`src/rtl/dmmu_pt_loader.sv`:
```
// dmmu_pt_loader: hardware page-table loader for the data MMU.
// It fetches up to ENTRIES words from a word-addressed req/ack memory port.
// Each word is then written into the MMU page-table SR range.
// Ports:
//   i_clk, i_rst_n            clock, async active-low reset
//   i_sr_addr/data/we         CPU SR bus (loader config registers)
//   o_mem_req/addr            memory read request and word address
//   i_mem_ack/err/data        memory response (err terminates like ack)
//   o_sr_addr/data/we         SR write bus to the MMU (zero outside writes)
//   o_busy, o_done, o_err     status: load active, completion pulse, sticky error
module dmmu_pt_loader #(
  parameter logic [15:0] CFG_SR_BASE = 16'h218,
  parameter logic [15:0] PT_SR_BASE  = 16'h200,
  parameter int unsigned ENTRIES     = 16
) (
  input  logic        i_clk,
  input  logic        i_rst_n,
  input  logic [15:0] i_sr_addr,
  input  logic [15:0] i_sr_data,
  input  logic        i_sr_we,
  output logic        o_mem_req,
  output logic [23:0] o_mem_addr,
  input  logic        i_mem_ack,
  input  logic        i_mem_err,
  input  logic [15:0] i_mem_data,
  output logic [15:0] o_sr_addr,
  output logic [15:0] o_sr_data,
  output logic        o_sr_we,
  output logic        o_busy,
  output logic        o_done,
  output logic        o_err
);

  localparam int unsigned IW = $clog2(ENTRIES);
  localparam int unsigned AW = 24;
  localparam int unsigned DW = 16;

  typedef enum logic [1:0] {
    S_IDLE,
    S_FETCH,
    S_WRITE,
    S_DONE
  } state_t;

  state_t          state_q, state_d;
  logic [AW-1:0]   base_q, base_d;
  logic [IW-1:0]   first_q, first_d;
  logic [IW-1:0]   cnt_q, cnt_d;
  logic [IW-1:0]   idx_q, idx_d;
  logic [IW-1:0]   pt_idx;

  logic            req_d;
  logic [AW-1:0]   mem_addr_d;
  logic            sr_we_d;
  logic [DW-1:0]   sr_addr_d;
  logic [DW-1:0]   sr_data_d;
  logic            busy_d;
  logic            done_d;
  logic            err_d;

  logic            wr_lo, wr_hi, wr_ctl;

  // Config register decode
  assign wr_lo  = i_sr_we && (i_sr_addr == CFG_SR_BASE);
  assign wr_hi  = i_sr_we && (i_sr_addr == 16'(CFG_SR_BASE + 16'd1));
  assign wr_ctl = i_sr_we && (i_sr_addr == 16'(CFG_SR_BASE + 16'd2));

  // Next-state and next-output logic; every output is registered from its _d value
  always_comb begin
    state_d    = state_q;
    base_d     = base_q;
    first_d    = first_q;
    cnt_d      = cnt_q;
    idx_d      = idx_q;
    pt_idx     = first_q + idx_q;
    req_d      = 1'b0;
    mem_addr_d = '0;
    sr_we_d    = 1'b0;
    sr_addr_d  = '0;
    sr_data_d  = '0;
    done_d     = 1'b0;
    err_d      = o_err;

    // Base is frozen while a load is running
    if (wr_lo && (state_q == S_IDLE)) begin
      base_d[15:0] = i_sr_data;
    end
    if (wr_hi && (state_q == S_IDLE)) begin
      base_d[23:16] = i_sr_data[7:0];
    end
    if (wr_ctl && i_sr_data[14]) begin
      err_d = 1'b0;
    end

    case (state_q)
      S_IDLE: begin
        if (wr_ctl && i_sr_data[15]) begin
          first_d = i_sr_data[IW-1:0];
          cnt_d   = i_sr_data[4 +: IW];
          idx_d   = '0;
          err_d   = 1'b0;
          state_d = S_FETCH;
        end
      end
      S_FETCH: begin
        // Error wins over ack; the entry is dropped without an SR write
        if (o_mem_req && i_mem_err) begin
          err_d   = 1'b1;
          state_d = S_IDLE;
        end else if (o_mem_req && i_mem_ack) begin
          sr_we_d   = 1'b1;
          sr_addr_d = PT_SR_BASE + DW'(pt_idx);
          sr_data_d = i_mem_data;
          state_d   = S_WRITE;
        end
      end
      S_WRITE: begin
        if (idx_q == cnt_q) begin
          done_d  = 1'b1;
          state_d = S_DONE;
        end else begin
          idx_d   = idx_q + IW'(1);
          state_d = S_FETCH;
        end
      end
      S_DONE: begin
        state_d = S_IDLE;
      end
      default: begin
        state_d = S_IDLE;
      end
    endcase

    // Request and address are derived from the next state so they are stable for all of FETCH
    if (state_d == S_FETCH) begin
      req_d      = 1'b1;
      mem_addr_d = base_d + AW'(idx_d);
    end
    busy_d = (state_d != S_IDLE);
  end

  // State and output registers
  always_ff @(posedge i_clk or negedge i_rst_n) begin
    if (!i_rst_n) begin
      state_q    <= S_IDLE;
      base_q     <= '0;
      first_q    <= '0;
      cnt_q      <= '0;
      idx_q      <= '0;
      o_mem_req  <= 1'b0;
      o_mem_addr <= '0;
      o_sr_we    <= 1'b0;
      o_sr_addr  <= '0;
      o_sr_data  <= '0;
      o_busy     <= 1'b0;
      o_done     <= 1'b0;
      o_err      <= 1'b0;
    end else begin
      state_q    <= state_d;
      base_q     <= base_d;
      first_q    <= first_d;
      cnt_q      <= cnt_d;
      idx_q      <= idx_d;
      o_mem_req  <= req_d;
      o_mem_addr <= mem_addr_d;
      o_sr_we    <= sr_we_d;
      o_sr_addr  <= sr_addr_d;
      o_sr_data  <= sr_data_d;
      o_busy     <= busy_d;
      o_done     <= done_d;
      o_err      <= err_d;
    end
  end

endmodule

```
`config.mk`:
```
export PLATFORM = sky130hd
export DESIGN_NAME = dmmu_pt_loader
export DESIGN_NICKNAME = d
export VERILOG_FILES = /design/src/rtl/dmmu_pt_loader.sv
export SDC_FILE = /design/constraint.sdc
export NUM_CORES = 1
export LEC_CHECK = 0
export CORE_UTILIZATION = 54
export CTS_BUF_LIST = sky130_fd_sc_hd__clkbuf_4 sky130_fd_sc_hd__clkbuf_8
export DETAILED_ROUTE_END_ITERATION = 8
export PLACE_DENSITY_LB_ADDON = 0.08
export SLEW_MARGIN = 30
export SYNTH_ARGS = -nofsm -noshare
export SYNTH_HDL_FRONTEND = slang
export SYNTH_SLANG_ARGS = --single-unit
export TNS_END_PERCENT = 30
```
`constraint.sdc`:
```
create_clock -name i_clk -period 5.9 [get_ports i_clk]
set_input_delay 1.475 -clock i_clk [delete_from_list [all_inputs] [get_ports i_clk]]
set_output_delay 1.475 -clock i_clk [all_outputs]
set_load 0.01 [all_outputs]
```
; After elaboration in Yosys (flattened, before gate mapping)
; Cells that the tools add are included.
[totals]
latchBits = 0
rom_bits = 0
input_bits = 53
output_inout_bits = 61
mem_count = 0
ramBits = 0
reg_bits = 99
[classes]
bitwise = 0
n_div = 0
n_mul = 0
n_reduce_logical = 12
eq_ne = 8
magnitude_cmp = 0
muxes = 27
addsub = 4
shifts = 0
[op_table]
columns = op, count
row1 = $mux W16, 4
row2 = $eq A16 B10 Y1 const B, 3
row3 = $mux W11, 3
row4 = $add A24 B4 Y24, 1
row5 = $mux W24, 1
row6 = $add A10 B4 Y11 const A, 1
row7 = $logic_and A1 B1 Y1, 9
row8 = $mux W1, 9
row9 = $mux W2, 4
row10 = $mux W4, 2
row11 = $mux W8, 1
row12 = $pmux W2 S4, 1
row13 = $pmux W4 S2, 1
row14 = $add A4 B1 Y4 const B, 1
row15 = $add A4 B4 Y4, 1
row16 = $eq A2 B1 Y1 const B, 2
row17 = $eq A2 B2 Y1 const B, 2
row18 = $eq A4 B4 Y1, 1
row19 = $logic_not A2 Y1, 1
row20 = $pmux W1 S2, 1
row21 = $reduce_and A2 Y1, 1
row22 = $reduce_bool A2 Y1, 1

; Depth between registers and ports, before layout
[depth]
word_depth = 7
mapped_depth = 17
depth_no_buf = 14

; Worst setup path before layout
; OpenSTA, ideal clock, no wires.
[synth_path]
kind = input to register
from = input port i_sr_addr[0]
to = register o_mem_addr[4]
required_ns = 5.768
arrival_ns = 4.448
path_buffers = 1
path_stages = 15
setup_slack_ns = 1.320
cell_sequence = nor4b_4 -> and3_1 -> nand3_1 -> nor4b_4 -> nor2_1 -> mux2_2 -> ha_1 -> inv_1 -> fa_1 -> nor2b_1 -> o2111a_1 -> nor3_2 -> buf_4 -> xnor2_1 -> nor2_1
[synth_between]
elab_chain_cells = 7
[synth_rtl]
columns = element, line
row1 = from (decl), 18  ; input logic [15:0] i_sr_addr,
row2 = $eq A16 B10 Y1, 66  ; assign wr_ctl = i_sr_we && (i_sr_addr == 16'(CFG_SR_BASE + 16'd2));
row3 = $logic_and A1 B1 Y1, 66
row4 = $logic_and A1 B1 Y1, 97  ; if (wr_ctl && i_sr_data[15]) begin
row5 = $mux W4, 97
row6 = $pmux W4 S2, 95  ; case (state_q)
row7 = via idx_d[0], 49  ; logic [IW-1:0] idx_q, idx_d;
row8 = $add A24 B4 Y24, 137  ; mem_addr_d = base_d + AW'(idx_d);
row9 = $mux W24, 135  ; if (state_d == S_FETCH) begin
row10 = via mem_addr_d[4], 53  ; logic [AW-1:0] mem_addr_d;
row11 = to (signal assigned), 165  ; o_mem_addr <= mem_addr_d;
row12 = to (decl), 22  ; output logic [23:0] o_mem_addr,
; The timed path passes the listed nets, and every way through them passes these cells.
; A chain may end at the register's enable or synchronous reset.

; Final worst setup path
[layout_path]
from = input port i_sr_addr[0]
to = register o_mem_addr[18]
; The elaborated chain is that of the path after synthesis.

==> impl_metrics.sql <==
INSERT INTO impl_metrics (metric_group, metric, value, unit) VALUES
('timing', 'grt_setup_unrepaired', 'no', ''),
('layout', 'post-route-cell-area', '5540', 'sq um'),
('critical_path', 'critical_path.cell_chain', 'clkdlybuf4s50_1, nor4b_4, and3_1, nand3_1, nor4b_4, nor2_1, mux2_2, ha_1, inv_1, fa_1, nor2b_1, o2111a_1, nor3_2, buf_4, o311ai_0, o41ai_1', ''),
('clock_network', 'cts_tree', 'built', ''),
('critical_path', 'cp_num_cells', '16', ''),
('synth', 'post_synth_main_area_contributors', 'sky130_fd_sc_hd__dfrtp_1, sky130_fd_sc_hd__nand2_1, sky130_fd_sc_hd__mux2_2, sky130_fd_sc_hd__mux2i_1, sky130_fd_sc_hd__and2_1', ''),
('synth', 'async_reset_ff_frac', '1.00', ''),
('flow_run', 'cap_violations', '0', ''),
('clock_network', 'cts_inserted_buffers', '9', ''),
('synth', 'synth_flop_type', 'sky130_fd_sc_hd__dfrtp_1', ''),
('layout', 'area_used_by_multi_input_combinational_logic', '1940', 'sq um'),
('critical_path', 'worst-endpoint-arrival', '5.15', 'ns'),
('placement', 'dpl-instance-area', '5360', 'sq um'),
('die', 'core-area', '7730', 'sq um'),
('die', 'die_h', '91.3', 'microns'),
('global_routing', 'grt.overflow.total', '0', ''),
('critical_path', 'crit_path_max_fanout', '12', ''),
('layout', 'post-route-util', '0.716', ''),
('route', 'route.detailed.drc', '0', ''),
('clock_network', 'post-cts-setup-buffers', '0', ''),
('placement', 'gp_routability_congestion', '0.855', ''),
('clock_network', 'htreeDepth', '3', ''),
('layout', 'num_antenna_cells', '0', ''),
('clock_network', 'cts.sink_count', '87', ''),
('synth', 'syn_area_per_cell', '10.7', 'sq um'),
('die', 'dieArea', '8340', 'sq um'),
('global_routing', 'grt_pass1_wl', '15600', 'microns'),
('clock_network', 'cts_hold_buffers', '0', ''),
('synth', 'synth_seq_area_share', '0.506', ''),
('route', 'drt_first_pass_iters', '5', ''),
('layout', 'layout.area.seq', '2180', 'sq um'),
('clock_network', 'clock_latency', '0.34', 'ns'),
('layout', 'drive_gt1_frac', '0.108', ''),
('timing', 'worst_clock_skew', '0.0112', 'ns'),
('route', 'drt-wirelength-per-cell', '15.3', 'microns'),
('timing', 'period_share', '0.835', ''),
('timing', 'achievable_freq', '203', 'MHz'),
('critical_path', 'endpoint_kind', 'flop', ''),
('route', 'routed-via-count', '3371', ''),
('timing', 'tightestPinTransition', '0.779', 'ns'),
('die', 'num_rows', '32', ''),
('critical_path', 'critPathMostFrequentCell', 'sky130_fd_sc_hd__nor4b_4', ''),
('synth', 'yosysUniqueCellTypes', '61', ''),
('critical_path', 'timing.critical_path.from_type', 'input port', ''),
('route', 'detailedRoute.firstIterationViolations', '179', ''),
('route', 'drt_wl_total', '9340', 'microns'),
('layout', 'filler_cells', '566', ''),
('synth', 'postSynthCellCount', '402', ''),
('min_path', 'timing.hold.worst.class', 'reg -> reg', ''),
('die', 'top_level_ports', '114', ''),
('pwr', 'power_density', '186', 'nW/um^2'),
('run_status', 'outcome', 'finished, final reports clean', ''),
('timing', 'tns_setup', '0', 'ns'),
('synth', 'synth_largest_type_area_fraction', '0.506', ''),
('global_routing', 'grt_max_degree', '88', ''),
('route', 'ant_nets', '0', ''),
('clock_network', 'cts-resized-gates', '0', ''),
('timing', 'timing.final.crit_period', '4.93', 'ns'),
('placement', 'place_worst_setup_slack', '0.620', 'ns'),
('critical_path', 'ff2ff_path_depth', '14', ''),
('synth', 'synth_seq_cells', '87', ''),
('synth', 'synth_top_cells_by_count', 'sky130_fd_sc_hd__dfrtp_1, sky130_fd_sc_hd__nand2_1, sky130_fd_sc_hd__and2_1, sky130_fd_sc_hd__inv_1, sky130_fd_sc_hd__mux2_2', ''),
('global_routing', 'grt_pass1_vias', '3278', ''),
('critical_path', 'worst_path_max_delay_cell', 'sky130_fd_sc_hd__clkdlybuf4s50_1', ''),
('synth', 'syn_area', '4310', 'sq um'),
('critical_path', 'critical_path_class', 'in -> reg', ''),
('layout', 'final_net_count', '565', ''),
('clock_network', 'cts.reportedPaths.clkPinSlew', '0.09', 'ns'),
('layout', 'flow.area_growth_from_synthesis', '28.6', '%'),
('timing', 'final_max_slew_violation_count', '0', ''),
('global_routing', 'grt_util_all_layers', '0.237', '');
## cells by family (layout without fill, tap and decap cells)
| group | Yosys count | after routing | synth area share |
|---|---|---|---|
| AOI/OAI and AO/OA | 55 | 55 | 0.0930 |
| xor gates and xnor gates | 10 | 10 | 0.0203 |
| adders and majority gates | 10 | 10 | 0.0325 |
| buffers and inverters | 44 | 139 | 0.0532 |
| DFF | 87 | 87 | 0.506 |
| muxes | 29 | 29 | 0.0720 |
| other | 1 | 11 | 0.000871 |
| and+or+nand+nor | 166 | 166 | 0.223 |
## power breakdown
group	internal [mW]	switching, mW
clock network	0.161	0.213
registers	0.596	0.0000651
logic	0.0337	0.0290
total	0.790	0.242
## tightest hold or removal path, stage by stage (launching register included)
cell                      delay (ns)
sky130_fd_sc_hd__dfrtp_1        0.33
sky130_fd_sc_hd__nand2_1        0.05
sky130_fd_sc_hd__nand2_1        0.08
## sequential cells by signal, summed over array words and instances, names as in the netlist
name	flops
base_q	24
o_mem_addr	24
o_sr_data	16
o_sr_addr	5
cnt_q	4
first_q	4
idx_q	4
state_q	2
o_busy	1
o_done	1
o_err	1
o_mem_req	1
## layer usage
metal  wire, microns  share of wire  track usage  vias up
met1            4060           0.44        0.318     1650
met5               0              0            0        -
met2            4540           0.49        0.388      123
met4             242          0.026       0.0939        0
li1                -              -            -     1584
met3             491          0.053       0.0343       14
## cell usage in the layout (no fill, tap or decap), drive strengths merged, types with 5 or more instances in the layout
cell / n
nor3: 10
nand2b: 10
mux2i: 13
buf: 5
and2: 19
ha: 8
inv: 18
nand2: 56
conb: 11
xnor2: 6
o21ai: 9
dfrtp: 87
mux2: 16
or2: 6
nand3: 15
a21oi: 13
nor2: 15
clkbuf: 10
nand4: 9
clkdlybuf4s50: 101
## through the flow
step                power (mW)  instances  hold slack (ns)
floorplan                0.622        412            0.444
finish                    1.03        609            0.494
CTS                       1.04        609            0.497
global route              1.07        609            0.531
detailed placement       0.671        593            0.477
global placement         0.671        593            0.479
## layout make-up
class,instances,area share
Inverter,17,0.0115
Clock buffer,10,0.0237
Tap cell,102,0.0231
Timing Repair Buffer,106,0.190
Sequential cell,87,0.393
Clock inverter,6,0.00836
Multi-Input combinational cell,281,0.350
## final timing paths
path                              startpoint        endpoint  slack [ns]
worst max-delay path            i_sr_addr[0]  o_mem_addr[18]        0.97
worst min-delay path               base_q[0]       base_q[0]        0.49
worst max register to register      idx_q[3]   o_mem_addr[6]        2.09
worst min register to register     base_q[0]       base_q[0]        0.49
max in group asynchronous            i_rst_n      base_q[14]        4.17
min in group asynchronous            i_rst_n    o_sr_addr[9]        1.16
(Power assumes the default switching activity.)
==> variant 1 (same settings) <==
Set the parameter `ENTRIES` to 8 (it was 16).
--- a/src/rtl/dmmu_pt_loader.sv
+++ b/src/rtl/dmmu_pt_loader.sv
@@ -11,7 +11,7 @@
 module dmmu_pt_loader #(
   parameter logic [15:0] CFG_SR_BASE = 16'h218,
   parameter logic [15:0] PT_SR_BASE  = 16'h200,
-  parameter int unsigned ENTRIES     = 16
+  parameter int unsigned ENTRIES     = 8
 ) (
   input  logic        i_clk,
   input  logic        i_rst_n,
Function: changed (a bounded check fails within 4 cycles, from zero or initial values and one cycle with i_rst_n low).
==> variant 1 against the original RTL <==
Setup slack got worse by 0.20 ns; wire length increased by 11%; non-clock buffer count decreased by 1; cell area decreased by 0.88%; sequential cell count decreased by 4; area after synthesis decreased by 2.5%; via count decreased by 1.6%; global-route usage increased by 3.1 points; critical endpoint is now o_mem_addr[23].
Power is not compared: it rests on default switching activity, and its combinational part moved more than twofold at a synthesized area within 25%.
==> variant 1: results (changes against the original RTL) <==
metric	value	unit	change
outcome	finished clean		unchanged
clk-insertion-delay-late	0.37	ns	was 0.34 ns
nets	559		was 565
fin_hold_ws	0.503	ns	was 0.494 ns
top_regs	base_q (24), o_mem_addr (24), o_sr_data (16)		unchanged
synth.cells.most_frequent	83 x sky130_fd_sc_hd__dfrtp_1, 31 x sky130_fd_sc_hd__nand2_1, 30 x sky130_fd_sc_hd__and2_1		was 87 x sky130_fd_sc_hd__dfrtp_1, 55 x sky130_fd_sc_hd__nand2_1, 19 x sky130_fd_sc_hd__and2_1
grt_pass1_wl	16800	um	was 15600 um
n_fill_cell	549		was 566
dr_wl_met3	729	um	was 491 um
cts_buffers	9		unchanged
synth.top_cells.by_area	sky130_fd_sc_hd__dfrtp_1 49%, sky130_fd_sc_hd__mux2_2 5.4%, sky130_fd_sc_hd__and2_1 4.5%		was sky130_fd_sc_hd__dfrtp_1 51%, sky130_fd_sc_hd__nand2_1 4.8%, sky130_fd_sc_hd__mux2_2 4.2%
setup_slack	0.775	ns	was 0.975 ns
grt_start_max_net_pins	84		was 88
synth_compound_gate_area_share	7.54	%	was 9.30%
dominant_synthesized_flop_cell	sky130_fd_sc_hd__dfrtp_1		unchanged
cts-htree-levels	3		unchanged
dpl_worst_slack	0.503	ns	was 0.620 ns
drive_above_1_share	11.1	%	was 10.8%
synth.area.mux_share	7.63	%	was 7.21%
avgViaCountPerCell	5.50		was 5.54
routed-wl-met2	5190	um	was 4540 um
critical_path.max_fanout	10		was 12
final.setup_skew	0.0126	ns	was 0.0112 ns
post_dp_cell_area	5240	um^2	was 5360 um^2
worst_slew_margin_rel	40.6	%	was 48.0%
dr.first_iter.drc_count	231		was 179
port_buffers	101		was 102
post_cts_resize_count	0		unchanged
place.detailed.hpwl	7510	um	was 6730 um
seq_total_area_yosys	49.4	%	was 50.6%
yosys.cell_types.count	57		was 61
first_global_vias	3381		was 3278
yosysWarningCount	0		unchanged
post-place-cells	587		was 593
cp.arrival	5.38	ns	was 5.15 ns
grtUsageTotal	26.8	%	was 23.7%
synthArstFlopShare	100	%	unchanged
synth_enable_flop_cells	0		unchanged
met1_length	4240	um	was 4060 um
synth_xor_area_share	3.75	%	was 2.03%
r2r_setup_slack	2.25	ns	was 2.09 ns
drt-total-wl	10400	um	was 9340 um
post_synth.cell_area_avg	10.6	um^2	was 10.7 um^2
vias	3318		was 3371
synth_fa_ha_area_share	2.44	%	was 3.25%
drt_pass1_iterations	4		was 5
worst_setup_hold_path_clk_slew	0.09	ns	about the same
place.gp.congestion	0.929		was 0.855
worst_path_max_delay_cell	sky130_fd_sc_hd__clkdlybuf4s50_1		unchanged
==> variant 1: cell types whose count changed in the layout (fill, tap and decap cells not counted), moves of 5 or more <==
cell,delta
sky130_fd_sc_hd__o21ai_0,+5
sky130_fd_sc_hd__mux2i_1,-8
sky130_fd_sc_hd__xnor2_1,+5
sky130_fd_sc_hd__and2_1,+11
sky130_fd_sc_hd__inv_1,-9
sky130_fd_sc_hd__nand3_1,+17
sky130_fd_sc_hd__nand2b_1,-8
sky130_fd_sc_hd__nand2_1,-24
sky130_fd_sc_hd__a21oi_1,+8
==> variant 1: cell type report <==
class / instances / area [um^2] / area share, %
Sequential cell: 83 / 2080 / 37.8
Multi-Input combinational cell: 291 / 1960 / 35.8
Timing Repair Buffer: 105 / 1040 / 19.0
Clock buffer: 9 / 124 / 2.26
Clock inverter: 7 / 124 / 2.26
Tap cell: 99 / 124 / 2.26
Inverter: 9 / 33.8 / 0.616
==> variant 1: power by group through the flow <==
stage	Combinational [mW]	Clock [mW]	Sequential, mW
3_5_place_dp	0.193	0	0.612
2_1_floorplan	0.0806	0	0.620
5_1_grt	0.210	0.531	0.603
4_1_cts	0.195	0.514	0.601
6_report	0.194	0.506	0.601
3_3_place_gp	0.191	0	0.612
==> variant 1: per-layer routing <==
layer	global-route usage [%]	vias to the layer above
li1	-	1584
met1	33.5	1580
met2	45.4	136
met3	7.36	18
met4	7.80	0
met5	0	-
==> variant 1: final timing paths <==
check | cells past startpoint | endpoint | from
setup / recovery | 14 | o_mem_addr[23] | i_sr_addr[15]
hold / removal | 2 | first_q[0] | first_q[0]
setup reg to reg | 12 | o_mem_addr[23] | state_q[1]
hold reg to reg | 2 | first_q[0] | first_q[0]
max in group asynchronous | 1 | o_sr_data[8] | i_rst_n
min in group asynchronous | 1 | o_sr_data[10] | i_rst_n
==> variant 2 (config.mk and constraints unchanged) <==
Without the edit above. Reset style: synchronous (`i_rst_n`), changed in one clocked block. Comments in the files are not updated.
--- a/src/rtl/dmmu_pt_loader.sv
+++ b/src/rtl/dmmu_pt_loader.sv
@@ -140,7 +140,7 @@
   end
 
   // State and output registers
-  always_ff @(posedge i_clk or negedge i_rst_n) begin
+  always_ff @(posedge i_clk) begin
     if (!i_rst_n) begin
       state_q    <= S_IDLE;
       base_q     <= '0;
Formal check against the unedited RTL: differs if i_rst_n is asserted again (counterexample within 4 cycles, from zero or initial values and one cycle with i_rst_n low); with i_rst_n held inactive, the same outputs for 10 cycles.
==> variant 2 against the original RTL <==
Total power up 3.5%; core utilization up 1.7 points; cell area down 2.9%; die area down 3.8%; area after synthesis down 3.8%; critical path depth down 2; clock power up 9.1%; wire length up 2.2%; sequential cell count up 1; final cell count up 8.0%; setup slack worse by 0.30 ns; clock skew up 0.0015 ns; largest power group unchanged.
==> variant 2: results (changes against the original RTL) <==
metric	value	unit	change
outcome	finished clean		unchanged
place.detailed.hpwl	7000	um	was 6730 um
final-nonclk-buf-share	19.8	%	was 19.0%
final.setup_skew	0.0126	ns	was 0.0112 ns
post-place-cells	642		was 593
regToRegEndpoint	o_mem_addr[23]		was o_mem_addr[6]
ir_worst_vdd	0.120	mV	was 0.136 mV
dr_wl_met3	594	um	was 491 um
stage_delay_of_the_slowest_cell_on_the_critical_path	0.54	ns	was 0.48 ns
share_of_final_layout_cell_area_taken_by_clock_buffers_and_inverters	3.65	%	was 3.21%
vias	3543		was 3371
synth.cells.most_frequent	88 x sky130_fd_sc_hd__dfxtp_1, 68 x sky130_fd_sc_hd__nand2_1, 26 x sky130_fd_sc_hd__nor2_1		was 87 x sky130_fd_sc_hd__dfrtp_1, 55 x sky130_fd_sc_hd__nand2_1, 19 x sky130_fd_sc_hd__and2_1
internal_power	0.798	mW	was 0.790 mW
synth.top_cells.by_area	sky130_fd_sc_hd__dfxtp_1 43%, sky130_fd_sc_hd__nand2_1 6.2%, sky130_fd_sc_hd__mux2i_1 4.8%		was sky130_fd_sc_hd__dfrtp_1 51%, sky130_fd_sc_hd__nand2_1 4.8%, sky130_fd_sc_hd__mux2_2 4.2%
dpl_worst_slack	0.336	ns	was 0.620 ns
routed-wl-met2	4500	um	was 4540 um
drive_above_1_share	6.62	%	was 10.8%
final.signal_inverter_count	9		was 17
die_x	89.6	um	was 91.3 um
worst_path_max_delay_cell	sky130_fd_sc_hd__nor4b_1		was sky130_fd_sc_hd__clkdlybuf4s50_1
post_dp_cell_area	5180	um^2	was 5360 um^2
drt-total-wl	9540	um	was 9340 um
share_of_the_final_layout_cell_area_in_multi_input_gates	40.8	%	was 35.0%
synthArstFlopShare	0	%	was 100%
synth_fa_ha_area_share	3.38	%	was 3.25%
grt_start_max_net_pins	58		was 88
tightestPinTransition	0.728	ns	was 0.779 ns
==> variant 2: changes by cell type after synthesis, moves of 10 or more <==
cell,before,now
sky130_fd_sc_hd__dfxtp_1,0,88
sky130_fd_sc_hd__dfrtp_1,87,0
sky130_fd_sc_hd__and3_1,4,24
sky130_fd_sc_hd__a21boi_0,0,16
sky130_fd_sc_hd__nand2_1,55,68
sky130_fd_sc_hd__mux2_2,16,4
sky130_fd_sc_hd__nor2b_1,4,16
sky130_fd_sc_hd__clkbuf_1,6,17
sky130_fd_sc_hd__nor2_1,15,26
sky130_fd_sc_hd__xor2_1,4,14
==> variant 2: how the worst min path moves through the flow <==
stage          startpoint         end  slack, ns  cells after the start
2_1_floorplan  first_q[2]  first_q[2]       0.45                      2
3_3_place_gp   first_q[0]  first_q[0]       0.46                      2
3_5_place_dp   first_q[0]  first_q[0]       0.46                      2
4_1_cts        first_q[0]  first_q[0]       0.48                      2
5_1_grt        first_q[2]  first_q[2]       0.49                      2
6_report       first_q[0]  first_q[0]       0.47                      2
